<file path="src/rtl/avalon_packet_enforcer_pkg.sv">
// Shared types for avalon_packet_enforcer: FSM states, holding-slot layout and
// the saturating-counter helper used by the optional statistics block.
package avalon_packet_enforcer_pack;

    localparam int STAT_WIDTH      = 32;
    // Slots are sized for the widest supported beat; narrower instances leave
    // the upper bits constant zero, which synthesis removes.
    localparam int SLOT_DATA_BYTES = 64;
    localparam int SLOT_DATA_W     = SLOT_DATA_BYTES * 8;
    localparam int SLOT_EMPTY_W    = $clog2(SLOT_DATA_BYTES);

    typedef enum logic [1:0] {
        WAIT_FOR_SOP,
        IN_PACKET,
        DROP_TO_EOP
    } state_t;

    typedef struct packed {
        logic                    valid;
        logic                    is_final;
        logic                    sop;
        logic                    eop;
        logic [SLOT_DATA_W-1:0]  data;
        logic [SLOT_EMPTY_W-1:0] empty;
    } slot_t;

    function automatic logic [STAT_WIDTH-1:0] sat_inc(input logic [STAT_WIDTH-1:0] value);
        return (&value) ? value : value + STAT_WIDTH'(1);
    endfunction

endpackage

</file>
<file path="src/rtl/avalon_st_if.sv">
// Avalon-ST beat bundle (valid/ready, sop/eop, data, empty) shared by source and sink.
interface avalon_st_if #(
    parameter int DATA_WIDTH_IN_BYTES = 8
);
    localparam int EMPTY_W = $clog2(DATA_WIDTH_IN_BYTES);

    logic                             valid;
    logic                             ready;
    logic                             sop;
    logic                             eop;
    logic [DATA_WIDTH_IN_BYTES*8-1:0] data;
    logic [EMPTY_W-1:0]               empty;

    modport master (output valid, sop, eop, data, empty, input ready);
    modport slave  (input valid, sop, eop, data, empty, output ready);
endinterface

</file>
<file path="src/rtl/avalon_packet_enforcer_stats.sv">
// Saturating 32-bit error counters for avalon_packet_enforcer, one per error pulse.
module avalon_enforcer_stats
    import avalon_packet_enforcer_pack::*;
(
    input  logic                  clk,
    input  logic                  rst,
    input  logic                  missing_sop,
    input  logic                  double_sop,
    input  logic                  oversize,
    input  logic                  dropped_beat,
    output logic [STAT_WIDTH-1:0] stat_missing_sop,
    output logic [STAT_WIDTH-1:0] stat_double_sop,
    output logic [STAT_WIDTH-1:0] stat_oversize,
    output logic [STAT_WIDTH-1:0] stat_dropped_beats
);

    always_ff @(posedge clk or negedge rst) begin
        if (!rst) begin
            stat_missing_sop   <= '0;
            stat_double_sop    <= '0;
            stat_oversize      <= '0;
            stat_dropped_beats <= '0;
        end else begin
            if (missing_sop)  stat_missing_sop   <= sat_inc(stat_missing_sop);
            if (double_sop)   stat_double_sop    <= sat_inc(stat_double_sop);
            if (oversize)     stat_oversize      <= sat_inc(stat_oversize);
            if (dropped_beat) stat_dropped_beats <= sat_inc(stat_dropped_beats);
        end
    end

endmodule

</file>
<file path="src/rtl/avalon_packet_enforcer.sv">
// avalon_packet_enforcer: repairs an untrusted Avalon-ST stream into well-formed packets.
// Error counters are built only when AVALON_PACKET_ENFORCER_STATS_EN is defined.
//
// state        | meaning
// WAIT_FOR_SOP | no packet open; beats without sop are dropped
// IN_PACKET    | packet open; newest beat parked in H until its successor arrives
// DROP_TO_EOP  | packet truncated at MAX_PKT_BEATS; discard until eop or a new sop
module avalon_packet_enforcer
    import avalon_packet_enforcer_pack::*;
#(
    parameter int DATA_WIDTH_IN_BYTES = 8,
    parameter int MAX_PKT_BEATS       = 1024
) (
    input  logic                  clk,
    input  logic                  rst,
    avalon_st_if.slave            untrusted_msg,
    avalon_st_if.master           enforced_msg,
    output logic                  missing_sop_error,
    output logic                  double_sop_error,
    output logic                  oversize_error,
    output logic [STAT_WIDTH-1:0] stat_missing_sop,
    output logic [STAT_WIDTH-1:0] stat_double_sop,
    output logic [STAT_WIDTH-1:0] stat_oversize,
    output logic [STAT_WIDTH-1:0] stat_dropped_beats
);

    localparam int DATA_W  = DATA_WIDTH_IN_BYTES * 8;
    localparam int EMPTY_W = $clog2(DATA_WIDTH_IN_BYTES);
    localparam int CW      = $clog2(MAX_PKT_BEATS + 1);
    localparam logic [CW:0] MAX_BEATS = (CW+1)'(MAX_PKT_BEATS);

    state_t        state_q, state_d;
    logic [CW-1:0] count_q, count_d;
    logic [CW:0]   count_inc;
    slot_t         h_q, h_d, o_q, o_d;

    logic acc, o_free, move, load, drop, start_pkt;
    logic new_final, new_force_eop, force_old_eop;
    logic missing_d, double_d, oversize_d;
    logic unused_slot;

    assign acc                 = untrusted_msg.valid & untrusted_msg.ready;
    assign o_free              = ~o_q.valid | enforced_msg.ready;
    assign untrusted_msg.ready = ~h_q.valid | o_free;
    assign count_inc           = {1'b0, count_q} + (CW+1)'(1);

    always_comb begin
        state_d       = state_q;
        count_d       = count_q;
        drop          = 1'b0;
        start_pkt     = 1'b0;
        new_final     = 1'b0;
        new_force_eop = 1'b0;
        force_old_eop = 1'b0;
        missing_d     = 1'b0;
        double_d      = 1'b0;
        oversize_d    = 1'b0;

        if (acc) begin
            case (state_q)
                WAIT_FOR_SOP: begin
                    start_pkt = untrusted_msg.sop;
                    drop      = ~untrusted_msg.sop;
                    missing_d = ~untrusted_msg.sop;
                end
                IN_PACKET: begin
                    if (untrusted_msg.sop) begin
                        start_pkt     = 1'b1;
                        force_old_eop = 1'b1;
                        double_d      = 1'b1;
                    end else if (untrusted_msg.eop) begin
                        new_final = 1'b1;
                        state_d   = WAIT_FOR_SOP;
                    end else if (count_inc == MAX_BEATS) begin
                        new_final     = 1'b1;
                        new_force_eop = 1'b1;
                        oversize_d    = 1'b1;
                        state_d       = DROP_TO_EOP;
                    end else begin
                        count_d = count_inc[CW-1:0];
                    end
                end
                DROP_TO_EOP: begin
                    start_pkt = untrusted_msg.sop;
                    drop      = ~untrusted_msg.sop;
                    if (!untrusted_msg.sop && untrusted_msg.eop) state_d = WAIT_FOR_SOP;
                end
                default: begin
                    drop    = 1'b1;
                    state_d = WAIT_FOR_SOP;
                end
            endcase

            // A sop always opens a fresh packet, whatever state it arrived in.
            if (start_pkt) begin
                new_final = untrusted_msg.eop;
                if (untrusted_msg.eop) begin
                    state_d = WAIT_FOR_SOP;
                end else begin
                    state_d = IN_PACKET;
                    count_d = CW'(1);
                end
            end
        end

        load = acc & ~drop;
        move = h_q.valid & o_free & (h_q.is_final | acc);

        o_d = o_q;
        if (move) begin
            o_d = h_q;
            if (force_old_eop) begin
                o_d.eop   = 1'b1;
                o_d.empty = '0;
            end
        end else if (o_free) begin
            o_d = '0;
        end

        h_d = h_q;
        if (load) begin
            h_d                     = '0;
            h_d.valid               = 1'b1;
            h_d.is_final            = new_final;
            h_d.sop                 = untrusted_msg.sop;
            h_d.eop                 = untrusted_msg.eop | new_force_eop;
            h_d.data[DATA_W-1:0]    = untrusted_msg.data;
            h_d.empty[EMPTY_W-1:0]  = (untrusted_msg.eop & ~new_force_eop) ? untrusted_msg.empty : '0;
        end else if (move) begin
            h_d = '0;
        end
    end

    always_ff @(posedge clk or negedge rst) begin
        if (!rst) begin
            state_q           <= WAIT_FOR_SOP;
            count_q           <= '0;
            h_q               <= '0;
            o_q               <= '0;
            missing_sop_error <= 1'b0;
            double_sop_error  <= 1'b0;
            oversize_error    <= 1'b0;
        end else begin
            state_q           <= state_d;
            count_q           <= count_d;
            h_q               <= h_d;
            o_q               <= o_d;
            missing_sop_error <= missing_d;
            double_sop_error  <= double_d;
            oversize_error    <= oversize_d;
        end
    end

    assign enforced_msg.valid = o_q.valid;
    assign enforced_msg.sop   = o_q.valid & o_q.sop;
    assign enforced_msg.eop   = o_q.valid & o_q.eop;
    assign enforced_msg.data  = o_q.valid ? o_q.data[DATA_W-1:0] : '0;
    assign enforced_msg.empty = o_q.valid ? o_q.empty[EMPTY_W-1:0] : '0;

    // Padding bits of the wide slot and the final flag never reach a port.
    assign unused_slot = o_q.is_final ^ (^o_q.data) ^ (^o_q.empty);

`ifdef AVALON_PACKET_ENFORCER_STATS_EN
    logic drop_pulse;

    always_ff @(posedge clk or negedge rst) begin
        if (!rst) drop_pulse <= 1'b0;
        else      drop_pulse <= drop;
    end

    avalon_enforcer_stats u_stats (
        .clk                (clk),
        .rst                (rst),
        .missing_sop        (missing_sop_error),
        .double_sop         (double_sop_error),
        .oversize           (oversize_error),
        .dropped_beat       (drop_pulse),
        .stat_missing_sop   (stat_missing_sop),
        .stat_double_sop    (stat_double_sop),
        .stat_oversize      (stat_oversize),
        .stat_dropped_beats (stat_dropped_beats)
    );
`else
    assign stat_missing_sop   = '0;
    assign stat_double_sop    = '0;
    assign stat_oversize      = '0;
    assign stat_dropped_beats = '0;
`endif

endmodule
</file>
<file path="src/flat_wrapper.sv">
// flat-port wrapper written by rule: the top's interface ports become plain ports
module avalon_packet_enforcer_flat import avalon_packet_enforcer_pack::*;
#(
    parameter int DATA_WIDTH_IN_BYTES = 8,
    parameter int MAX_PKT_BEATS       = 1024
)
  (clk, rst, missing_sop_error, double_sop_error, oversize_error, stat_missing_sop, stat_double_sop, stat_oversize, stat_dropped_beats, untrusted_msg_valid, untrusted_msg_sop, untrusted_msg_eop, untrusted_msg_data, untrusted_msg_empty, untrusted_msg_ready, enforced_msg_valid, enforced_msg_sop, enforced_msg_eop, enforced_msg_data, enforced_msg_empty, enforced_msg_ready);
  avalon_st_if #(.DATA_WIDTH_IN_BYTES(DATA_WIDTH_IN_BYTES)) untrusted_msg_i ();
  avalon_st_if #(.DATA_WIDTH_IN_BYTES(DATA_WIDTH_IN_BYTES)) enforced_msg_i ();
  input  logic clk;
  input  logic rst;
  output logic missing_sop_error;
  output logic double_sop_error;
  output logic oversize_error;
  output logic [STAT_WIDTH-1:0] stat_missing_sop;
  output logic [STAT_WIDTH-1:0] stat_double_sop;
  output logic [STAT_WIDTH-1:0] stat_oversize;
  output logic [STAT_WIDTH-1:0] stat_dropped_beats;
  input wire logic [$bits(untrusted_msg_i.valid)-1:0] untrusted_msg_valid;
  input wire logic [$bits(untrusted_msg_i.sop)-1:0] untrusted_msg_sop;
  input wire logic [$bits(untrusted_msg_i.eop)-1:0] untrusted_msg_eop;
  input wire logic [$bits(untrusted_msg_i.data)-1:0] untrusted_msg_data;
  input wire logic [$bits(untrusted_msg_i.empty)-1:0] untrusted_msg_empty;
  output wire logic [$bits(untrusted_msg_i.ready)-1:0] untrusted_msg_ready;
  output wire logic [$bits(enforced_msg_i.valid)-1:0] enforced_msg_valid;
  output wire logic [$bits(enforced_msg_i.sop)-1:0] enforced_msg_sop;
  output wire logic [$bits(enforced_msg_i.eop)-1:0] enforced_msg_eop;
  output wire logic [$bits(enforced_msg_i.data)-1:0] enforced_msg_data;
  output wire logic [$bits(enforced_msg_i.empty)-1:0] enforced_msg_empty;
  input wire logic [$bits(enforced_msg_i.ready)-1:0] enforced_msg_ready;
  assign untrusted_msg_i.valid = untrusted_msg_valid;
  assign untrusted_msg_i.sop = untrusted_msg_sop;
  assign untrusted_msg_i.eop = untrusted_msg_eop;
  assign untrusted_msg_i.data = untrusted_msg_data;
  assign untrusted_msg_i.empty = untrusted_msg_empty;
  assign untrusted_msg_ready = untrusted_msg_i.ready;
  assign enforced_msg_valid = enforced_msg_i.valid;
  assign enforced_msg_sop = enforced_msg_i.sop;
  assign enforced_msg_eop = enforced_msg_i.eop;
  assign enforced_msg_data = enforced_msg_i.data;
  assign enforced_msg_empty = enforced_msg_i.empty;
  assign enforced_msg_i.ready = enforced_msg_ready;
  avalon_packet_enforcer #(.DATA_WIDTH_IN_BYTES(DATA_WIDTH_IN_BYTES), .MAX_PKT_BEATS(MAX_PKT_BEATS)) u_core (.clk(clk), .rst(rst), .untrusted_msg(untrusted_msg_i), .enforced_msg(enforced_msg_i), .missing_sop_error(missing_sop_error), .double_sop_error(double_sop_error), .oversize_error(oversize_error), .stat_missing_sop(stat_missing_sop), .stat_double_sop(stat_double_sop), .stat_oversize(stat_oversize), .stat_dropped_beats(stat_dropped_beats));
endmodule
</file>
<file path="config.mk">
export PLATFORM = sky130hd
export DESIGN_NAME = avalon_packet_enforcer_flat
export DESIGN_NICKNAME = d
export VERILOG_FILES = /design/src/rtl/avalon_packet_enforcer_pkg.sv /design/src/rtl/avalon_st_if.sv /design/src/rtl/avalon_packet_enforcer_stats.sv /design/src/rtl/avalon_packet_enforcer.sv /design/src/flat_wrapper.sv
export SDC_FILE = /design/constraint.sdc
export NUM_CORES = 1
export LEC_CHECK = 0
export CELL_PAD_IN_SITES_DETAIL_PLACEMENT = 0
export CELL_PAD_IN_SITES_GLOBAL_PLACEMENT = 2
export CORE_MARGIN = 4
export CORE_UTILIZATION = 26
export CTS_CLUSTER_SIZE = 16
export DETAILED_ROUTE_END_ITERATION = 8
export HOLD_SLACK_MARGIN = 0.08
export PLACE_DENSITY_LB_ADDON = 0.25
export SYNTH_ARGS = -nofsm -noshare
export SYNTH_HDL_FRONTEND = slang
export SYNTH_SLANG_ARGS = --single-unit
</file>
<file path="constraint.sdc">
create_clock -name clk -period 2.7 [get_ports clk]
set_clock_uncertainty 0.15 [all_clocks]
set_input_delay 0.405 -clock clk [delete_from_list [all_inputs] [get_ports clk]]
set_output_delay 0.405 -clock clk [all_outputs]
set_load 0.1 [all_outputs]
</file>
==> flow_summary.json, run 1 <==
{
  "grt_pass1_vias": 6055,
  "vias": 5997,
  "post-place-ws_ps": 259.8,
  "start_util_pct": 26.52,
  "drt_first_pass_iters": 4,
  "leakage_nw": 5.141,
  "required_ps": 2920,
  "p_clk_share_pct": 20.3,
  "min_period_ps": 2397,
  "cts_tree": "yes",
  "cts_buffers": 17,
  "hold_ws_ps": 307.8,
  "wl_mm": 21.66,
  "grt_max_degree": 91,
  "grt_use_total_pct": 12.97,
  "num_io_pins": 275,
  "fp.dieH_um": 182.5,
  "postSynthAreaPerCell_um2": 8.620,
  "grt_pass1_wl_mm": 34.41,
  "seq_power_share_pct": 29.2,
  "viasPerCell": 4.139,
  "slew_viol_final": 0,
  "io_buffers": 146,
  "htree_levels": 4,
  "clock_sinks": 157,
  "cts-root-buf": "clkbuf_16",
  "worstSkewPairLatency_ps": 420,
  "synth_top_flop_cell": "dfrtp_1",
  "yosys_warnings": 0,
  "wl_per_cell_um": 14.95,
  "worst_slack_ps": 302.5,
  "cts_setup_buffers": 0,
  "cp.arrival_ps": 2610,
  "fin_crit_sh_pct": 88.80,
  "die_x_um": 182.5,
  "p_int_mw": 6.226,
  "swShare_pct": 48.04,
  "drive_above_1_share_pct": 14.07,
  "final_core_util_pct": 36.22,
  "drc": 0,
  "setup_viol": 0,
  "area_growth_pct": 36.60,
  "synth_edf_count": 0,
  "worstPathMaxFanout": 6,
  "max_cap_violations": 0,
  "rsz0062_at_grt": "false",
  "syn_area_um2": 7921,
  "cp-end-kind": "register",
  "p_sw_mw": 5.755,
  "drtIter0Drc": 290,
  "antenna_found_initial": 0,
  "setup-tns-final_ps": 0,
  "n_antenna_cell": 0,
  "dpl.cell_count": 1417,
  "finalNetCount": 1121,
  "clkTransAtPathRegs_ps": 70,
  "dp.final_hpwl_mm": 13.85,
  "start_kind": "register",
  "core_um2": 29870,
  "status": "complete, no violations",
  "place_congestion": 0.7353,
  "synth-seq-area-share_pct": 49.60,
  "ant_nets": 0,
  "synth_cell_types": 51,
  "finalHoldViolCount": 0,
  "fin_cells": 1449,
  "p_per_area_nw_per_um2": 1107,
  "fp.dieArea_um2": 33320,
  "hp-class": "reg2reg",
  "clk_path_buf_depth": 2,
  "synth_seq_cells": 157,
  "vdd_drop_max_mv": 0.3924,
  "synthArstFlopShare_pct": 100.0,
  "overflow": 0,
  "power_frac_comb_pct": 50.5,
  "synthCells": 919,
  "crit_type": "reg2reg",
  "clock.fmax_mhz": 417.1,
  "rows": 63
}
-- layout make-up --
cell class                 instances  area [um^2]
clock buffer                      18        429.2
clock inverter                    13        155.1
fill                            3091        19050
inverter                           4        15.01
multi-input combinational        700         3374
sequential                       157         3933
tap                              390        488.0
timing repair buffer             167         2426
-- cell families (layout without fill, tap and decap cells) --
kind of cell | count (synthesis) | count (layout) | share of synthesized area [%]
XOR/XNOR | 5 | 5 | 0.5528
multiplexers | 2 | 2 | 0.3159
adder cells (fa/ha/maj) | 1 | 1 | 0.1579
flip-flops | 157 | 157 | 49.60
other | 1 | 128 | 0.04734
AO/OA/AOI/OAI | 105 | 105 | 8.056
buffers and inverters | 189 | 202 | 15.23
AND/OR/NAND/NOR | 459 | 459 | 26.05
-- stage by stage --
step / power, mW / area (um^2)
floorplan: 7.770 / 8542
global placement: 9.644 / 10230
detailed placement: 9.684 / 10230
CTS: 12.18 / 10820
global route: 12.69 / 10820
finish: 11.98 / 10820
-- worst max-delay path: stages (launching register included) --
cell and delay [ps]:
dfrtp_1 400, and3_1 270, or4_4 450, a221oi_4 350, buf_4 230, a21oi_4 90
a211oi_1 260, a31o_1 130
-- Yosys cell counts (6+ instances only) --
cell	instances	area, um^2
a21oi_1	6	30.03
and2_1	71	444.2
buf_1	8	30.03
buf_2	6	30.03
buf_4	128	960.9
clkbuf_1	41	153.9
dfrtp_1	157	3929
nand2_1	278	1044
nand3_1	71	355.3
nor2_1	14	52.55
o21ai_0	70	350.3
-- state kept, by name (all words and copies together), names as in the netlist --
| signal | flops |
|---|---|
| u_core.state_q | 2 |
| u_core.h_q | 71 |
| u_core.oversize_error | 1 |
| u_core.enforced_msg.valid | 1 |
| u_core.missing_sop_error | 1 |
| u_core.double_sop_error | 1 |
| u_core.o_q | 69 |
| u_core.count_q | 11 |
-- cells in the final DEF, fill, tap and decap left out, drive strengths merged, types with 2 or more instances in the layout --
cell and instances:
nand2 278, dfrtp 157, conb 128, buf 95, nand3 71, clkdlybuf4s50 71, and2 71, o21ai 71
clkbuf 18, nor2 14, inv 10, a21oi 7, nor3 4, xnor2 4, and3 3, o211ai 3
nand3b 3, a211o 3, a22o 3, clkinvlp 3, nor2b 3, a211oi 3, nand4 2, nor4b 2
nor4 2, a31oi 2, or2 2, a2111oi 2, clkinv 2, bufinv 2, o21a 2
-- power groups by stage --
stage / clock network [mW] / registers, mW / logic, mW
CTS: 2.53 / 3.51 / 6.15
global placement: 0 / 3.54 / 6.11
finish: 2.43 / 3.50 / 6.05
detailed placement: 0 / 3.55 / 6.13
global route: 2.64 / 3.61 / 6.44
floorplan: 0 / 3.46 / 4.31
-- what timing repair did --
item                       4_1_cts  5_1_grt
hold buffers                     1        0
hold endpoints to repair        45        0
setup endpoints to repair        0        0
gates resized for setup          0        0
-- routing by layer --
metal  share of wire, %  wire, um  global-route usage (%)  vias up
met1                 46     10070                   18.00     2827
met5                  0         0                       0        -
met4                1.1       242                   3.242        0
met2                 47     10080                   20.61      180
li1                   -         -                       -     2975
met3                5.8      1266                   2.850       15
-- path summary, 6_finish.rpt --
kind	start	end	slack, ps	cells past startpoint
max	u_core.count_q[0]	u_core.count_q[3]	300	7
min	u_core.o_q[12]	u_core.o_q[12]	310	2
max reg2reg	u_core.count_q[0]	u_core.count_q[3]	300	7
min reg2reg	u_core.o_q[12]	u_core.o_q[12]	310	2
max in group asynchronous	rst	u_core.missing_sop_error	1310	3
min in group asynchronous	rst	u_core.o_q[67]	340	2
No activity file was read; power rests on OpenSTA's default activity.
==> inputs of run 2 (changes only) <==
CORE_UTILIZATION = 28   (was 26)
clock period = 3 ns   (was 2.7 ns; I/O delays follow)
==> flow_summary.json, run 2 (synthesized netlist as in run 1, its figures left out) <==
{
  "top_register": "u_core.h_q",
  "worstSkewPairLatency_ps": 420,
  "die_x_um": 176.2,
  "p_total_mw": 9.959,
  "largest_reg_flops": 71,
  "cts_buffers": 17,
  "dp.final_hpwl_mm": 13.95,
  "grt_max_degree": 68,
  "grt_use_total_pct": 13.37,
  "drive_above_1_share_pct": 13.41,
  "p_per_area_nw_per_um2": 1012,
  "ff_latch_area_um2": 3933,
  "slowest_delay_ps": 480,
  "worstPathMaxFanout": 9,
  "required_ps": 3210,
  "rows": 61,
  "p_int_mw": 4.951,
  "num_io_pins": 275,
  "swShare_pct": 50.29,
  "status": "complete, no violations",
  "mostFrequentLayoutCells": "nand2_1, dfrtp_1, conb_1, buf_4",
  "drtIter0Drc": 294,
  "slew_viol_final": 0,
  "n_antenna_cell": 0,
  "core_um2": 27860,
  "crit_type": "reg2reg",
  "rsz0062_at_grt": "false",
  "final_common_cell": "nand2_1",
  "max_slew_margin_pct": 58.59,
  "crit_buf_inv": 0,
  "dpl.cell_count": 1404,
  "io_buffers": 146,
  "vdd_drop_max_mv": 0.4055,
  "cts_resized": 0,
  "start_kind": "register",
  "cp_top_family": "simple AND/OR/NAND/NOR gates",
  "start_util_pct": 28.43,
  "multi_input_area_um2": 3297,
  "ant_nets": 0,
  "clock_sinks": 157,
  "fin_cells": 1437,
  "fp.dieArea_um2": 31040,
  "clock.fmax_mhz": 394.8,
  "wl_per_cell_um": 14.78,
  "hp-class": "reg2reg",
  "fin_crit_sh_pct": 84.44,
  "path_cells": "and3_1 > or4_4 > a221oi_4 > nand2_1 > a31oi_1 > o21a_1",
  "grt_pass1_vias": 5857,
  "finalNetCount": 1120,
  "vias": 5924,
  "cts-root-buf": "clkbuf_16",
  "drc": 0,
  "drt_first_pass_iters": 4,
  "fp.dieH_um": 176.2,
  "seq_power_share_pct": 31.6,
  "place_congestion": 0.7527,
  "cp-end-kind": "register",
  "min_period_ps": 2533,
  "overflow": 0,
  "power_frac_comb_pct": 47.4,
  "fill_cells": 2954,
  "wl_mm": 21.23,
  "setup_viol": 0,
  "finalHoldViolCount": 0,
  "antenna_found_initial": 0,
  "clk_path_buf_depth": 2,
  "htree_levels": 4,
  "setup-tns-final_ps": 0,
  "p_sw_mw": 5.009,
  "cts_tree": "yes",
  "hold_ws_ps": 308.0,
  "worst_pin_slew_ps": 619.8,
  "clkTransAtPathRegs_ps": 70,
  "viasPerCell": 4.122,
  "critPathSlowestCell": "or4_4",
  "top_regs": "u_core.h_q (71), u_core.o_q (69), u_core.count_q (11)",
  "cp.arrival_ps": 2740,
  "p_clk_share_pct": 21.0,
  "area_growth_pct": 24.23,
  "max_cap_violations": 0,
  "leakage_nw": 4.911,
  "grt_pass1_wl_mm": 33.09
}
[run 2: changes by cell type in the layout (fill, tap and decap cells not counted), moves of 3 or more]
cell      delta
o21ai_1     -40
o21ai_0     +40
clkbuf_8     +3
nand2_1      +3
buf_4       +68
buf_12      -69
[run 2: tightest hold or removal path, stage by stage (launching register included)]
cell and delay, ps:
dfrtp_1 340, nand2_1 50, nand2_1 40
[run 2: through the flow]
stage	instance area [um^2]	utilization, %	setup WS, ps
3_3_place_gp	9263	33.25	213.6
5_1_grt	9841	35.32	311.6
2_1_floorplan	8428	-	11.42
4_1_cts	9841	35.32	443.4
6_report	9841	35.32	466.9
3_5_place_dp	9263	33.25	185.4
[run 2: what timing repair did]
| action | CTS | global route |
|---|---|---|
| buffers inserted | 0 | 0 |
| hold endpoints to repair | 56 | 0 |
| hold buffers | 1 | 0 |
[run 2: power by group through the flow]
stage	clock network, mW	registers, mW	logic, mW
2_1_floorplan	0	3.11	3.79
3_3_place_gp	0	3.17	4.79
3_5_place_dp	0	3.19	4.81
4_1_cts	2.17	3.15	4.82
5_1_grt	2.25	3.24	5.05
6_report	2.09	3.15	4.73
[run 2: layout make-up]
cell class / instances / share of cell area (%)
sequential: 157 / 39.96
tap: 378 / 4.806
timing repair buffer: 166 / 15.80
inverter: 4 / 0.1526
clock inverter: 12 / 1.030
multi-input combinational: 700 / 33.50
clock buffer: 20 / 4.743
[run 2: per-layer routing]
metal | wire [um] | track usage (%) | vias to the layer above
met5 | 0 | 0 | -
met4 | 228 | 3.314 | 0
met3 | 1277 | 2.655 | 15
met2 | 10040 | 22.39 | 176
met1 | 9685 | 17.87 | 2760
li1 | - | - | 2973
[run 2: final timing paths]
check | startpoint | endpoint | slack [ps] | depth (start not counted)
max | u_core.count_q[0] | u_core.count_q[8] | 470 | 6
min | u_core.o_q[65] | u_core.o_q[65] | 310 | 2
max reg2reg | u_core.count_q[0] | u_core.count_q[8] | 470 | 6
min reg2reg | u_core.o_q[65] | u_core.o_q[65] | 310 | 2
max in group asynchronous | rst | u_core.h_q[518] | 1480 | 3
min in group asynchronous | rst | u_core.o_q[45] | 440 | 2
==> inputs of run 3 (changes only) <==
CORE_UTILIZATION = 26   (was 28)
clock period = 2.4 ns   (was 3 ns; I/O delays follow)
==> flow_summary.json, run 3 (synthesized netlist as in run 1, its figures left out) <==
{
  "drc": 0,
  "status": "complete, no violations",
  "rows": 63,
  "cts_tree": "yes",
  "swShare_pct": 48.24,
  "antenna_found_initial": 1,
  "p_per_area_nw_per_um2": 1230,
  "final_core_util_pct": 36.84,
  "drtIter0Drc": 294,
  "fp.dieH_um": 182.5,
  "drive_above_1_share_pct": 16.28,
  "worstSkewPairLatency_ps": 420,
  "grt_max_degree": 68,
  "area_growth_pct": 38.95,
  "min_period_ps": 2282,
  "setup-tns-final_ps": 0,
  "worst-path-stages": 7,
  "clkTransAtPathRegs_ps": 70,
  "die_x_um": 182.5,
  "top_register": "u_core.h_q",
  "leakage_nw": 5.236,
  "fp.dieArea_um2": 33320,
  "num_io_pins": 275,
  "grt_pass1_vias": 6035,
  "grt_use_total_pct": 12.80,
  "clock_sinks": 157,
  "setup_viol": 0,
  "slew_viol_final": 0,
  "p_sw_mw": 6.533,
  "dp.final_hpwl_mm": 14.77,
  "r2r-start": "u_core.count_q[1]",
  "cp-end-kind": "register",
  "cts_buffers": 17,
  "largest_reg_flops": 71,
  "vdd_drop_max_mv": 0.4337,
  "crit_buf_inv": 1,
  "p_clk_share_pct": 19.0,
  "place_congestion": 0.7561,
  "fill_cells": 3070,
  "seq_power_share_pct": 29.1,
  "finalNetCount": 1136,
  "cp-endpoint": "u_core.count_q[3]",
  "fin_crit_sh_pct": 95.09,
  "crit_type": "reg2reg",
  "vias": 6025,
  "finalHoldViolCount": 0,
  "overflow": 0,
  "rsz0062_at_grt": "false",
  "cp_top_family": "compound AO/OA/AOI/OAI gates",
  "clock.fmax_mhz": 438.2,
  "cts_setup_buffers": 0,
  "worstReg2RegEnd": "u_core.count_q[3]",
  "top_regs": "u_core.h_q (71), u_core.o_q (69), u_core.count_q (11)",
  "path_cells": "and3_1 > or4_4 > a221oi_4 > buf_12 > a21oi_4 > a211oi_1 > a31o_1",
  "grt_pass1_wl_mm": 34.04,
  "ff2ff_path_depth": 7,
  "cts-root-buf": "clkbuf_16",
  "cp-startpoint": "u_core.count_q[1]",
  "ant_nets": 0,
  "n_antenna_cell": 0,
  "r2r_setup_slack_ps": 120,
  "critPathSlowestCell": "or4_4",
  "max_cap_violations": 0,
  "htree_levels": 4,
  "core_um2": 29870,
  "required_ps": 2600,
  "wl_mm": 21.60,
  "clk_path_buf_depth": 2,
  "p_int_mw": 7.010,
  "io_buffers": 146,
  "wl_per_cell_um": 14.74,
  "mostFrequentLayoutCells": "nand2_1, dfrtp_1, conb_1, buf_12",
  "start_kind": "register",
  "slowest_delay_ps": 430,
  "drt_first_pass_iters": 5,
  "worstPathMaxFanout": 6,
  "cp.arrival_ps": 2490,
  "final_common_cell": "nand2_1",
  "power_frac_comb_pct": 51.9,
  "start_util_pct": 26.52,
  "viasPerCell": 4.113,
  "hp-class": "in2async"
}
-- run 3: metrics by stage --
step	instances	setup WS [ps]	cell area, um^2	total power, mW	hold WS [ps]
5_1_grt	1465	21.57	11010	14.33	238.5
6_report	1465	117.8	11010	13.54	226.7
3_5_place_dp	1432	152.2	10440	11.12	105.5
4_1_cts	1465	104.5	11010	13.76	208.7
3_3_place_gp	1432	172.5	10440	11.10	107.4
2_1_floorplan	1046	-492.9	8554	8.751	-85.59
-- run 3: worst min-delay path by stage --
stage	from	to	slack, ps
final	rst	u_core.o_q[68]	230
after global routing	rst	u_core.o_q[68]	240
after CTS	rst	u_core.o_q[68]	210
after detailed placement	rst	u_core.o_q[68]	110
after global placement	rst	u_core.o_q[68]	110
after floorplan	rst	u_core.count_q[0]	-90
-- run 3: repair_timing --
action                                 4_1_cts  5_1_grt
endpoints found under the hold margin      157        0
setup endpoints to repair                    0        1
hold buffers                                 1        0
resized for setup                            0        0
-- run 3: cell type report --
class | instances | area [um^2] | area share [%]
Clock buffer | 18 | 429.2 | 3.899
Clock inverter | 14 | 126.4 | 1.148
Inverter | 4 | 15.01 | 0.1364
Multi-Input combinational cell | 700 | 3377 | 30.68
Sequential cell | 157 | 3933 | 35.73
Tap cell | 390 | 488.0 | 4.433
Timing Repair Buffer | 182 | 2639 | 23.97
-- run 3: per-layer routing --
metal	routed length, um	GRT usage, %	vias up
met5	13	0	-
met4	217	3.573	2
met3	1323	2.691	16
met2	10120	20.49	187
met1	9920	17.59	2819
li1	-	-	3001
-- run 3: power groups by stage --
stage	clock, mW	sequential [mW]	combinational (mW)
2_1_floorplan	0	3.89	4.86
3_3_place_gp	0	3.99	7.10
3_5_place_dp	0	4.01	7.11
4_1_cts	2.67	3.96	7.13
5_1_grt	2.77	4.07	7.48
6_report	2.57	3.94	7.03
